<file path="src/rtl/ring_meas_sequencer.sv">
// Ring-oscillator measurement sequencer: settle/clear/gate/drain one ring at a time, then sample the grey count.
// Define RING_MEAS_CONTINUOUS_EN to keep re-running the latched sweep until reset or a start in DONE.
module ring_meas_sequencer #(
    parameter int NRINGS       = 6,
    parameter int SEL_W        = 3,
    parameter int CNT_W        = 16,
    parameter int SETTLE_CYC   = 16,
    parameter int CLEAR_CYC    = 4,
    parameter int GATE_CYC     = 1024,
    parameter int DRAIN_CYC    = 4,
    parameter int SAMPLE_TRIES = 8
) (
    input  logic              i_clk,
    input  logic              i_rst,
    input  logic              i_start,
    input  logic [NRINGS-1:0] i_ring_mask,
    input  logic [CNT_W-1:0]  i_gray_cnt,
    output logic [NRINGS-1:0] o_ring_en,
    output logic [SEL_W-1:0]  o_ring_sel,
    output logic              o_cnt_clr,
    output logic              o_cnt_run,
    output logic              o_busy,
    output logic              o_res_valid,
    input  logic              i_res_ready,
    output logic [SEL_W-1:0]  o_res_ring,
    output logic [CNT_W-1:0]  o_res_count,
    output logic              o_res_err,
    output logic              o_done
);

    localparam int MAX_A   = (SETTLE_CYC > CLEAR_CYC) ? SETTLE_CYC : CLEAR_CYC;
    localparam int MAX_B   = (GATE_CYC > DRAIN_CYC) ? GATE_CYC : DRAIN_CYC;
    localparam int MAX_CYC = (MAX_A > MAX_B) ? MAX_A : MAX_B;
    localparam int TMR_W   = $clog2(MAX_CYC) + 1;
    localparam int TRY_W   = $clog2(SAMPLE_TRIES) + 1;

    typedef enum logic [2:0] {
        S_IDLE,
        S_SETTLE,
        S_CLEAR,
        S_GATE,
        S_DRAIN,
        S_SAMPLE,
        S_OUTPUT,
        S_DONE
    } state_t;

    state_t            state;
    logic [NRINGS-1:0] mask;
    logic [NRINGS-1:0] rem_mask;
    logic [TMR_W-1:0]  timer;
    logic [TRY_W-1:0]  tries;
    logic [CNT_W-1:0]  sync1;
    logic [CNT_W-1:0]  sync2;
    logic [CNT_W-1:0]  prev;
`ifdef RING_MEAS_CONTINUOUS_EN
    logic [NRINGS-1:0] orig_mask;
`endif

    function automatic logic [SEL_W-1:0] lowest_set(input logic [NRINGS-1:0] m);
        logic [SEL_W-1:0] idx;
        idx = '0;
        for (int i = NRINGS - 1; i >= 0; i--) begin
            if (m[i]) idx = SEL_W'(i);
        end
        return idx;
    endfunction

    function automatic logic [NRINGS-1:0] onehot(input logic [SEL_W-1:0] s);
        return NRINGS'(1) << s;
    endfunction

    function automatic logic [CNT_W-1:0] gray2bin(input logic [CNT_W-1:0] g);
        logic [CNT_W-1:0] b;
        b[CNT_W-1] = g[CNT_W-1];
        for (int i = CNT_W - 2; i >= 0; i--) begin
            b[i] = b[i+1] ^ g[i];
        end
        return b;
    endfunction

    assign rem_mask = mask & ~o_ring_en;

    // The grey count comes from another clock domain; prev holds the previous synced value for the stability compare.
    always_ff @(posedge i_clk) begin
        if (i_rst) begin
            sync1 <= '0;
            sync2 <= '0;
            prev  <= '0;
        end else begin
            sync1 <= i_gray_cnt;
            sync2 <= sync1;
            prev  <= sync2;
        end
    end

    always_ff @(posedge i_clk) begin
        if (i_rst) begin
            state       <= S_IDLE;
            mask        <= '0;
            timer       <= '0;
            tries       <= '0;
            o_ring_en   <= '0;
            o_ring_sel  <= '0;
            o_cnt_clr   <= 1'b0;
            o_cnt_run   <= 1'b0;
            o_busy      <= 1'b0;
            o_res_valid <= 1'b0;
            o_res_ring  <= '0;
            o_res_count <= '0;
            o_res_err   <= 1'b0;
            o_done      <= 1'b0;
`ifdef RING_MEAS_CONTINUOUS_EN
            orig_mask   <= '0;
`endif
        end else begin
            case (state)
                S_IDLE: begin
                    o_ring_en <= '0;
                    if (i_start) begin
                        mask <= i_ring_mask;
`ifdef RING_MEAS_CONTINUOUS_EN
                        orig_mask <= i_ring_mask;
`endif
                        if (i_ring_mask == '0) begin
                            state  <= S_DONE;
                            o_done <= 1'b1;
                        end else begin
                            state      <= S_SETTLE;
                            o_ring_sel <= lowest_set(i_ring_mask);
                            o_ring_en  <= onehot(lowest_set(i_ring_mask));
                            o_busy     <= 1'b1;
                            timer      <= TMR_W'(SETTLE_CYC - 1);
                        end
                    end
                end
                S_SETTLE: begin
                    if (timer == '0) begin
                        state     <= S_CLEAR;
                        o_cnt_clr <= 1'b1;
                        timer     <= TMR_W'(CLEAR_CYC - 1);
                    end else begin
                        timer <= timer - 1'b1;
                    end
                end
                S_CLEAR: begin
                    if (timer == '0) begin
                        state     <= S_GATE;
                        o_cnt_clr <= 1'b0;
                        o_cnt_run <= 1'b1;
                        timer     <= TMR_W'(GATE_CYC - 1);
                    end else begin
                        timer <= timer - 1'b1;
                    end
                end
                S_GATE: begin
                    if (timer == '0) begin
                        state     <= S_DRAIN;
                        o_cnt_run <= 1'b0;
                        timer     <= TMR_W'(DRAIN_CYC - 1);
                    end else begin
                        timer <= timer - 1'b1;
                    end
                end
                S_DRAIN: begin
                    if (timer == '0) begin
                        state <= S_SAMPLE;
                        tries <= '0;
                    end else begin
                        timer <= timer - 1'b1;
                    end
                end
                // A count that reads the same twice in a row is frozen; give up after the try budget.
                S_SAMPLE: begin
                    if (sync2 == prev || tries == TRY_W'(SAMPLE_TRIES - 1)) begin
                        state       <= S_OUTPUT;
                        o_res_valid <= 1'b1;
                        o_res_ring  <= o_ring_sel;
                        o_res_count <= gray2bin(sync2);
                        o_res_err   <= (sync2 != prev);
                    end else begin
                        tries <= tries + 1'b1;
                    end
                end
                S_OUTPUT: begin
                    if (i_res_ready) begin
                        o_res_valid <= 1'b0;
                        mask        <= rem_mask;
                        if (rem_mask == '0) begin
                            state     <= S_DONE;
                            o_ring_en <= '0;
                            o_busy    <= 1'b0;
                            o_done    <= 1'b1;
                        end else begin
                            state      <= S_SETTLE;
                            o_ring_sel <= lowest_set(rem_mask);
                            o_ring_en  <= onehot(lowest_set(rem_mask));
                            timer      <= TMR_W'(SETTLE_CYC - 1);
                        end
                    end
                end
                S_DONE: begin
                    o_done    <= 1'b0;
                    o_ring_en <= '0;
                    o_busy    <= 1'b0;
                    state     <= S_IDLE;
`ifdef RING_MEAS_CONTINUOUS_EN
                    if (!i_start && orig_mask != '0) begin
                        state      <= S_SETTLE;
                        mask       <= orig_mask;
                        o_ring_sel <= lowest_set(orig_mask);
                        o_ring_en  <= onehot(lowest_set(orig_mask));
                        o_busy     <= 1'b1;
                        timer      <= TMR_W'(SETTLE_CYC - 1);
                    end
`endif
                end
                default: state <= S_IDLE;
            endcase
        end
    end

endmodule
</file>
<file path="config.mk">
export PLATFORM = sky130hd
export DESIGN_NAME = ring_meas_sequencer
export DESIGN_NICKNAME = d
export VERILOG_FILES = /design/src/rtl/ring_meas_sequencer.sv
export SDC_FILE = /design/constraint.sdc
export NUM_CORES = 1
export LEC_CHECK = 0
export ABC_AREA = 1
export CAP_MARGIN = 20
export CORE_ASPECT_RATIO = 1.75
export CORE_UTILIZATION = 30
export CTS_BUF_LIST = sky130_fd_sc_hd__clkbuf_4 sky130_fd_sc_hd__clkbuf_8 sky130_fd_sc_hd__clkbuf_16
export CTS_CLUSTER_SIZE = 40
export DETAILED_ROUTE_END_ITERATION = 12
export HOLD_SLACK_MARGIN = 0.06
export RECOVER_POWER = 100
export SLEW_MARGIN = 30
export SYNTH_ARGS = -nofsm -noshare
export SYNTH_HDL_FRONTEND = slang
export SYNTH_SLANG_ARGS = --single-unit
</file>
<file path="constraint.sdc">
create_clock -name i_clk -period 2.05 [get_ports i_clk]
set_input_delay 0.615 -clock i_clk [delete_from_list [all_inputs] [get_ports i_clk]]
set_output_delay 0.615 -clock i_clk [all_outputs]
set_load 0.1 [all_outputs]
</file>
=== After elaboration in Yosys (flattened, before gate mapping) ===
Index checks and enable logic that the tools add are counted.

* Word-level logic and storage cells: 153
* Register bits: 106
* Input port bits: 26
* Output and inout bits: 34

* Equal/unequal tests: 23
* Add/sub/neg operators: 2
* Shifts and indexed selects: 2
* Mux-type cells: 67
* Bitwise operators: 17
* Reduce and logical (&&, ||, !) cells: 25

{| class="wikitable"
|+ Operator list
! operator !! number
|-
| two-way mux 3 bit || 29
|-
| two-way mux 11 bit || 7
|-
| case mux 11 bit (5 select lines) || 1
|-
| two-way mux 6 bit || 6
|-
| != test 2 bit, second input constant || 13
|-
| case mux 3 bit (8 select lines) || 1
|-
| case mux 6 bit (3 select lines) || 1
|-
| == test 16 bit || 1
|-
| != test 16 bit || 1
|-
| AND reduction 3 bit || 5
|-
| AND reduction 5 bit || 3
|-
| bitwise XOR 1 bit || 15
|-
| == test 3 bit, second input constant || 4
|-
| zero test 6 bit || 2
|-
| two-way mux 1 bit || 12
|-
| case mux 6 bit (2 select lines) || 1
|-
| << shifter 1 x 3 -> 6 bit, first input constant || 2
|-
| zero test 11 bit || 1
|-
| subtractor 11 x 1 -> 11 bit, second input constant || 1
|-
| nonzero test 2 bit || 5
|-
| two-way mux 4 bit || 2
|-
| case mux 4 bit (2 select lines) || 1
|-
| AND reduction 7 bit || 1
|-
| AND 6 bit || 1
|-
| 15 further kinds || 20
|}

=== Logic depth before layout (Yosys ltp) ===
* Depth in word-level cells: 16
* Mapped depth: 25
* Depth with buffers taken out: 25

=== Worst setup path before layout ===
OpenSTA, ideal clock, no wires.

* Kind: reg-to-reg
* Start: reg o_ring_en[2]
* End: reg timer[8]
* Cell stages (with the launch flop): 11
* Setup time: 0.114 ns
* Clock period less this slack: 2.540 ns
* Buffers on the path: 0
* Arrival: 2.425 ns
* Required time: 1.936 ns
* Setup slack: -0.490 ns
* Cells stage by stage: dfxtp_1 inv_1 nand2_1 o21ai_0 nor3_1 nand3_1 nand2_1 inv_1 nand3_1 inv_2 a2111oi_0

* Word-level cells in the longest chain between the ends: 5

{| class="wikitable"
|+ RTL lines
! item !! line !! source
|-
| start, declared || 18 || <nowiki>output logic [NRINGS-1:0] o_ring_en,</nowiki>
|-
| start signal, assigned || 131 || <nowiki>o_ring_en <= onehot(lowest_set(i_ring_mask));</nowiki>
|-
| start signal, assigned || 197 || <nowiki>o_ring_en <= onehot(lowest_set(rem_mask));</nowiki>
|-
| NOT 6 bit || 82 || <nowiki>assign rem_mask = mask & ~o_ring_en;</nowiki>
|-
| AND 6 bit || 82 ||
|-
| zero test 6 bit || 189 || <nowiki>if (rem_mask == '0) begin</nowiki>
|-
| != test 2 bit (no source line) || -- ||
|-
| AND reduction 6 bit (no source line) || -- ||
|-
| end signal, assigned || 133 || <nowiki>timer <= TMR_W'(SETTLE_CYC - 1);</nowiki>
|-
| end signal, assigned || 170 || <nowiki>timer <= timer - 1'b1;</nowiki>
|-
| end signal, assigned || 198 || <nowiki>timer <= TMR_W'(SETTLE_CYC - 1);</nowiki>
|-
| end, declared || 51 || <nowiki>logic [TMR_W-1:0] timer;</nowiki>
|}

No other way between the ends.
A chain may end at the register's enable or synchronous reset.

=== Worst setup path in the final report ===
* Start: reg sync2[15]
* End: reg o_res_count[0]

* Word-level cells in the longest chain between the ends: 15
* Elaborated cells between the ends (all ways): 18

{| class="wikitable"
|+ RTL lines
! item !! line !! source
|-
| start, declared || 54 || <nowiki>logic [CNT_W-1:0] sync2;</nowiki>
|-
| start signal, assigned || 92 || <nowiki>sync2 <= sync1;</nowiki>
|-
| bitwise XOR 1 bit (15 in series) || 77 || <nowiki>b[i] = b[i+1] ^ g[i];</nowiki>
|-
| end signal, assigned || 179 || <nowiki>o_res_count <= gray2bin(sync2);</nowiki>
|-
| end, declared || 26 || <nowiki>output logic [CNT_W-1:0] o_res_count,</nowiki>
|}

Parallel ways exist; a longest one is shown, timed or not.

==> results.sh <==
export IMPL_status="finished with violations"
export IMPL_violations="setup timing"
export IMPL_synth_cells=619
export IMPL_synth_area_leader_cell="dfxtp_1"
export IMPL_cts_hold_buffers=0
export IMPL_grt_use_total_pct=16.2
export IMPL_power_ir_vdd_worst_mv=0.733
export IMPL_ys_seq_area_share_pct=46.3
export IMPL_clk_latency_ns=0.34
export IMPL_ant_nets=0
export IMPL_cts_clk_slew_worst_paths_ns=0.07
export IMPL_fin_crit_ns=2.46
export IMPL_vias=4602
export IMPL_core_area_um2=14900
export IMPL_r2r_cells=23
export IMPL_n_antenna_cell=0
export IMPL_tns_ns=-2.47
export IMPL_grt_pass1_wl_um=19900
export IMPL_cp_startpoint="sync2[15]"
export IMPL_pwr_share_comb_pct=43.4
export IMPL_swShare_pct=42.7
export IMPL_worst_pin_slew_ns=0.881
export IMPL_crit_chain="inv_4, nand2_2, nand3_4, nand2_4, nand2_2, nand3_4, nand2_4, nand2_4, nand3_4, nand3_4, nand3_2, nand3_1, nand3_2, nand3_2, nand3_4, nand2_4, nand2_2, nand3_2, nand2_2, nand2_1, nand3_1, nand2_1, inv_1"
export IMPL_yosys_warnings=0
export IMPL_drc_errors=0
export IMPL_cp_slowest_cell="dfxtp_4"
export IMPL_initial_core_util_pct=30.7
export IMPL_nNetsFinal=816
export IMPL_port_buffers=59
export IMPL_wl_um=13000
export IMPL_first_pass_iters=4
export IMPL_post_place_ws_ns=-0.729
export IMPL_powerDensity_nw_per_um2=1090
export IMPL_setup_ws_ns=-0.414
export IMPL_ys_ff_latch=106
export IMPL_p_leak_nw=3.19
export IMPL_synth_area_um2=4580
export IMPL_whs_path_depth=2
export IMPL_cts_max_level=3
export IMPL_gp_congestion=0.855
export IMPL_cts_sinks=106
export IMPL_hold_path_class="reg -> reg"
export IMPL_cts_root_buf="clkbuf_16"
export IMPL_slew_headroom_pct=41.3
export IMPL_period_share_pct=120
export IMPL_syn_nets=647
export IMPL_critical_path_max_stage_delay_ns=0.39
export IMPL_rsz0062_at_grt="yes"
export IMPL_pwr_share_seq_pct=34.4
export IMPL_end_kind="flop"
export IMPL_dieArea_um2=15800
export IMPL_r2r_start="sync2[15]"
export IMPL_min_delay_start="sync1[10]"
export IMPL_cts_tree="done"
export IMPL_cts_buffers=9
export IMPL_synth_area_per_cell_um2=7.40
export IMPL_startpoint_type="flop"
export IMPL_grt_max_degree=42
export IMPL_grt_overflow=0
export IMPL_p_int_w=0.00429
export IMPL_clockBufferDepth=2
export IMPL_pin_count=60
export IMPL_drv_slew=0
export IMPL_p_clk_share_pct=22.3
export IMPL_routedWlPerCell_um=13.3
export IMPL_via_per_inst=4.72
export IMPL_cp_arrival_ns=2.71
export IMPL_fp_dieW_um=95.4
export IMPL_drt_iter0_drc=117
export IMPL_cp_max_fo=4
export IMPL_power_switching_w=0.00320
export IMPL_syn_to_final_growth_pct=49.8
export IMPL_cp_data_required_time_ns=2.29
export IMPL_hold_violations=0
export IMPL_max_cap_violations=0
export IMPL_grt_antenna_before_repair=0
export IMPL_drive_gt1_share_pct=33.5
export IMPL_yosys_area_top_type_share_pct=46.3
export IMPL_dieHeight_um=165
export IMPL_dp_hpwl_um=8790
export IMPL_grt_pass1_vias=4400
export IMPL_fin_skew_ns=0.00600
export IMPL_rows=59
export IMPL_synth_area_leaders="dfxtp_1, inv_1, nor2_1"
export IMPL_cpMostUsedCell="nand3_4"
export IMPL_finalSetupViolCount=12
export IMPL_fmax_mhz=406
export IMPL_ys_types=35
export IMPL_path_class="reg -> reg"
[logic make-up (layout without fill, tap and decap cells)]
family	after synthesis	count (layout)	share of synthesized area (%)
xor gates and xnor gates	19	19	3.63
AOI/OAI and AO/OA	114	114	13.9
buffers and inverters	124	298	10.3
and+or+nand+nor	254	254	25.3
DFF	106	106	46.3
adders and majority gates	2	2	0.546
[power by group through the flow]
stage	logic [W]	clock network, W	registers [W]
final	0.00325	0.00167	0.00257
after floorplan	0.00133	0	0.00331
after global routing	0.00354	0.00179	0.00261
after global placement	0.00322	0	0.00267
after CTS	0.00343	0.00172	0.00263
after detailed placement	0.00324	0	0.00267
[timing repair]
action | CTS | global route
endpoints found under the setup margin | 40 | 41
pin swaps | 21 | 22
buffers inserted | 25 | 9
resized for setup | 54 | 75
cloned | 0 | 3
[synth_stat cells]
| cell type | instances |
|---|---|
| buf_2 | 1 |
| o22ai_1 | 1 |
| nor2_1 | 92 |
| inv_2 | 5 |
| nor4_1 | 5 |
| nand2_1 | 72 |
| a21oi_1 | 37 |
| buf_4 | 1 |
| and3_1 | 1 |
| xnor2_1 | 1 |
| clkinv_1 | 1 |
| a211oi_1 | 3 |
| clkbuf_1 | 11 |
| nand4_1 | 5 |
| xor2_1 | 18 |
| or2_2 | 2 |
| nor3_1 | 13 |
| ha_1 | 2 |
| a31oi_1 | 12 |
| o211ai_1 | 8 |
| nor2_2 | 1 |
| dfxtp_1 | 106 |
| o2111ai_1 | 1 |
| o21ai_0 | 33 |
| nand3_2 | 13 |
| a211o_1 | 1 |
| nand3_1 | 41 |
| a22oi_1 | 1 |
| a2111oi_0 | 1 |
| buf_1 | 3 |
| inv_1 | 102 |
| o21ai_1 | 13 |
| nand2_2 | 9 |
| o31ai_1 | 1 |
| a221oi_1 | 2 |
[worst max-delay path, delay by kind of cell, from the launching register on]
family,cells,cell delay [ns]
and+or+nand+nor,21,1.90
DFF,1,0.39
buffers and inverters,2,0.08
[layer usage]
metal	share of wire [%]	vias to the layer above	global-route usage (%)
met5	0	-	0
met2	56	68	31.8
li1	-	2332	-
met3	2.2	31	2.38
met4	3.5	0	7.53
met1	38	2171	16.2
[cells in the final DEF, fill, tap and decap left out, types with 3 or more instances in the layout]
master,n
dlygate4sd2_1,3
inv_1,97
a31oi_1,12
o21ai_1,15
a21oi_2,4
o211ai_1,8
inv_2,5
a211oi_1,3
clkbuf_2,37
nand2_1,59
nor2_1,91
nand2_2,9
dfxtp_2,8
nand2_4,13
buf_4,103
clkdlybuf4s50_1,18
dfxtp_4,3
a21oi_1,33
o21ai_0,24
xor2_1,17
nand3_4,19
nand3_1,20
nand3_2,15
dfxtp_1,95
clkbuf_16,11
inv_4,3
nand4_1,5
nor3_1,9
nor4_1,3
o21ai_2,7
nor3_2,4
[path summary, 6_finish.rpt]
| kind | slack [ns] | endpoint |
|---|---|---|
| worst max-delay path | -0.41 | o_res_count[0] |
| worst min-delay path | 0.39 | sync2[10] |
| worst max register to register | -0.41 | o_res_count[0] |
| worst min register to register | 0.39 | sync2[10] |
[state kept, by name (all words and copies together) (netlist names), 4 cells and up]
signal       cells
o_res_count     16
prev            16
sync1           16
sync2           16
timer           11
mask             6
o_ring_en        6
tries            4
[area by class of cell]
class | count | area (µm²)
Multi-Input combinational cell | 389 | 2440
Fill cell | 1473 | 8050
Inverter | 108 | 418
Sequential cell | 106 | 2140
Tap cell | 183 | 229
Timing Repair Buffer | 174 | 1340
Clock buffer | 11 | 253
Clock inverter | 5 | 37.5
[through the flow]
step / util (%) / power (W) / std cells / hold WS (ns) / cell area, µm²
floorplan: - / 0.00465 / 619 / 0.381 / 4620
global placement: 42.4 / 0.00589 / 923 / 0.393 / 6320
detailed placement: 42.4 / 0.00591 / 923 / 0.389 / 6320
CTS: 47.0 / 0.00777 / 964 / 0.399 / 7010
global route: 46.0 / 0.00794 / 976 / 0.412 / 6860
finish: 46.0 / 0.00749 / 976 / 0.393 / 6860
Note: power is estimated with default switching activity, not from simulation.
==> edit 1 (same settings) <==
Set the parameter `SETTLE_CYC` to 32 (it was 16).
--- a/src/rtl/ring_meas_sequencer.sv
+++ b/src/rtl/ring_meas_sequencer.sv
@@ -5,5 +5,5 @@
     parameter int SEL_W        = 3,
     parameter int CNT_W        = 16,
-    parameter int SETTLE_CYC   = 16,
+    parameter int SETTLE_CYC   = 32,
     parameter int CLEAR_CYC    = 4,
     parameter int GATE_CYC     = 1024,
Check against the original RTL: same outputs for any inputs over 10 cycles, from zero or initial values and one cycle with i_rst high; that may be too few to reach the edited logic, so the function may still have changed.
==> edit 1 against the original RTL <==
- the run still ends with negative setup slack left
- routed wire length is 2.5% lower
- area after synthesis is 0.25% higher
- sequential cell count stayed put
- critical endpoint unchanged
- total power is 4.2% higher
- final area is 1.6% higher
- cell count is 1.2% lower
- setup slack worse by 42 ps
- die area is 0.24% higher
- first-iteration DRC count is 21% higher
==> edit 1: results (changes against the original RTL) <==
placed instance area = 6347 µm² (was 6322 µm²)
Max VDD drop = 0.9423 mV (was 0.7329 mV)
vias after detailed routing = 4,574 (was 4,602)
Vias per Instance = 4.745 (was 4.715)
crit-path most repeated cell = nand2_4 (was nand3_4)
Syn Nets = 642 (was 647)
Worst Slack Setup Final = -455.9 ps (was -414.0 ps)
vias in the first global route = 4,264 (was 4,400)
Mapped Cells = 614 (was 619)
sequential area share after synthesis = 46.20% (was 46.31%)
CP Launch Point = sync2[14] (was sync2[15])
DPL Wire Length = 8.453 mm (was 8.786 mm)
Inst Count DP = 924 (was 923)
Sum Neg Setup Slack = -4065 ps (was -2466 ps)
Worst slew margin = 9.070% (was 41.28%)
Clock Tree Buf Depth = 2 (unchanged)
routability congestion estimate = 0.8369 (was 0.8548)
worst slack, placed = -466.2 ps (was -729.4 ps)
Iteration-0 DRC Markers = 142 (was 117)
Fill cells = 1,442 (was 1,473)
Distinct cells, synth = 39 (was 35)
Fin Clk Skew = 8.280 ps (was 5.997 ps)
first-pass GRT wire length = 19.53 mm (was 19.87 mm)
Tmin final = 2506 ps (was 2464 ps)
run status = complete, but fails checks (unchanged)
synth top area cells = dfxtp_1 (46%), inv_1 (8.3%), nor2_1 (7.5%) (was dfxtp_1 (46%), inv_1 (8.4%), nor2_1 (7.5%))
final setup fails = 26 (was 12)
GR Util All Layers = 15.78% (was 16.25%)
layout cells sized above 1 = 36.36% (was 33.54%)
Post-synth top cells = dfxtp_1 (106), inv_1 (102), nor2_1 (92) (unchanged)
largest net degree at the start of global routing = 38 (was 42)
fin nets = 804 (was 816)
failing checks = negative setup slack (unchanged)
[edit 1: kinds of logic after synthesis]
| group | synth area share, % |
|---|---|
| simple gates | 25.69 |
| buf+inv | 10.16 |
| compound gates | 13.97 |
| flops | 46.20 |
| xor+xnor | 3.432 |
| fa+ha+maj | 0.5447 |
[edit 1: where the power goes]
| part | switching, mW | internal [mW] | total [mW] |
|---|---|---|---|
| logic | 2.24 | 1.16 | 3.40 |
| registers | 0.205 | 2.35 | 2.55 |
| clock network | 0.755 | 1.10 | 1.85 |
[edit 1: per-layer routing]
layer	vias up	wire [µm]	track usage [%]
met5	-	0	0
met4	0	250	6.424
met3	14	419	2.617
met2	96	7137	29.10
met1	2151	4849	17.20
li1	2313	-	-
[edit 1: cell type report]
class / instances / area, µm² / area share [%]
clock inverters: 5 / 78.83 / 1.131
well taps: 183 / 229.0 / 3.284
inverters: 107 / 414.1 / 5.940
multi-input cells: 385 / 2591 / 37.17
clock buffers: 11 / 240.2 / 3.446
repair buffers: 167 / 1275 / 18.29
flip-flops and latches: 106 / 2143 / 30.74
[edit 1: repair_timing]
item | 4_1_cts | 5_1_grt
pin swaps | 21 | 26
endpoints found under the setup margin | 31 | 41
gates cloned | 1 | 1
resized for setup | 77 | 91
setup buffers | 11 | 11
[edit 1: final timing paths]
path | endpoint | slack (ps) | depth (start not counted)
worst max-delay path | o_res_count[0] | -460 | 25
worst min-delay path | sync2[10] | 400 | 2
worst max register to register | o_res_count[0] | -460 | 25
worst min register to register | sync2[10] | 400 | 2
[edit 1: critical path, delay by kind of cell (launching register included)]
kind	cells	cell delay (ps)
simple gates	23	1950
buf+inv	2	80
flops	1	380
==> edit 2 (config.mk and constraints unchanged) <==
Made on the original files. Re-encode `state_t` (8 states) as one-hot, 8 bits wide.
--- a/src/rtl/ring_meas_sequencer.sv
+++ b/src/rtl/ring_meas_sequencer.sv
@@ -35,13 +35,13 @@
     localparam int TRY_W   = $clog2(SAMPLE_TRIES) + 1;
 
-    typedef enum logic [2:0] {
-        S_IDLE,
-        S_SETTLE,
-        S_CLEAR,
-        S_GATE,
-        S_DRAIN,
-        S_SAMPLE,
-        S_OUTPUT,
-        S_DONE
+    typedef enum logic [7:0] {
+        S_IDLE   = 8'b00000001,
+        S_SETTLE = 8'b00000010,
+        S_CLEAR  = 8'b00000100,
+        S_GATE   = 8'b00001000,
+        S_DRAIN  = 8'b00010000,
+        S_SAMPLE = 8'b00100000,
+        S_OUTPUT = 8'b01000000,
+        S_DONE   = 8'b10000000
     } state_t;
 
Check against the original RTL: same outputs for any inputs over 10 cycles, from zero or initial values and one cycle with i_rst high; not proved beyond that.
==> edit 2 against the original RTL <==
- the run still ends with negative setup slack left
- clock power grew 10%
- sequential cell count grew 5
- largest cell class unchanged
- final area grew 21%
- area after synthesis grew 7.5%
- setup slack lost 54 ps
- routed wire length grew 6.0%
- critical path type unchanged
- total power grew 28%
- synthesized cell count grew 5.7%
- global-route usage grew 0.42 points
- via count grew 7.4%
- count of clock-buffer cells in the layout shrank 2
==> edit 2: results (changes against the original RTL) <==
Worst Slack Setup Final = -468.1 ps (was -414.0 ps)
Worst Hold End = sync2[15] (was sync2[10])
clock network power share = 19.1% (was 22.3%)
Non-CTS buffers = 208 (was 174)
placed instance area = 6919 µm² (was 6322 µm²)
WL final = 13.76 mm (was 12.98 mm)
Max VDD drop = 0.5862 mV (was 0.7329 mV)
run status = complete, but fails checks (unchanged)
Non-clk invs = 115 (was 108)
grt met2 use = 33.38% (was 31.79%)
Yosys top cell area share = 45.11% (was 46.31%)
vias in the first global route = 5,024 (was 4,400)
Die X = 98.87 µm (was 95.42 µm)
met3 global-route usage = 1.991% (was 2.381%)
failing checks = negative setup slack (unchanged)
Synth Area in XOR/XNOR = 3.912% (was 3.632%)
M1 WL = 4.932 mm (was 4.967 mm)
metal3 WL = 356 µm (was 289 µm)
synthesized-area fraction occupied by adder cells = 0.7620% (was 0.5461%)
Sum Neg Setup Slack = -6877 ps (was -2466 ps)
worst reg-to-reg path cell count = 25 (was 23)
GR met1 Demand/Resource = 15.75% (was 16.24%)
Sw Pwr = 3.942 mW (was 3.196 mW)
final setup fails = 38 (was 12)
Slew @ Worst Pin = 547.2 ps (was 880.7 ps)
DPL Wire Length = 9.299 mm (was 8.786 mm)
register bit total from synthesis = 111 (was 106)
Fill cells = 1,393 (was 1,473)
Non-clock buffer share = 26.49% (was 19.51%)
fin nets = 884 (was 816)
## edit 2: cell types whose count changed in the layout (fill, tap and decap cells not counted), moves of 9 or more
cell / change
buf_12: +35
nand2_1: -11
o21ai_0: -12
o21ai_1: -10
buf_4: +19
o21ai_2: +17
clkbuf_2: -37
nor2_2: +9
buf_6: +19
## edit 2: stage by stage
stage                     instances  util [%]  hold WS (ps)
after floorplan                 654         -         380.9
after global placement          993     43.38         382.3
after detailed placement        993     43.38         385.4
after CTS                      1027     48.62         393.3
after global routing           1049     51.91         403.0
final                          1049     51.91         396.5
## edit 2: how the worst max path moves through the flow
stage	start	endpoint	cells after the start
5_1_grt	sync2[15]	o_res_count[0]	24
4_1_cts	sync2[15]	o_res_count[0]	25
3_3_place_gp	i_ring_mask[3]	timer[8]	12
6_report	sync2[15]	o_res_count[0]	25
2_1_floorplan	sync2[15]	o_res_count[0]	24
3_5_place_dp	i_ring_mask[0]	timer[4]	12
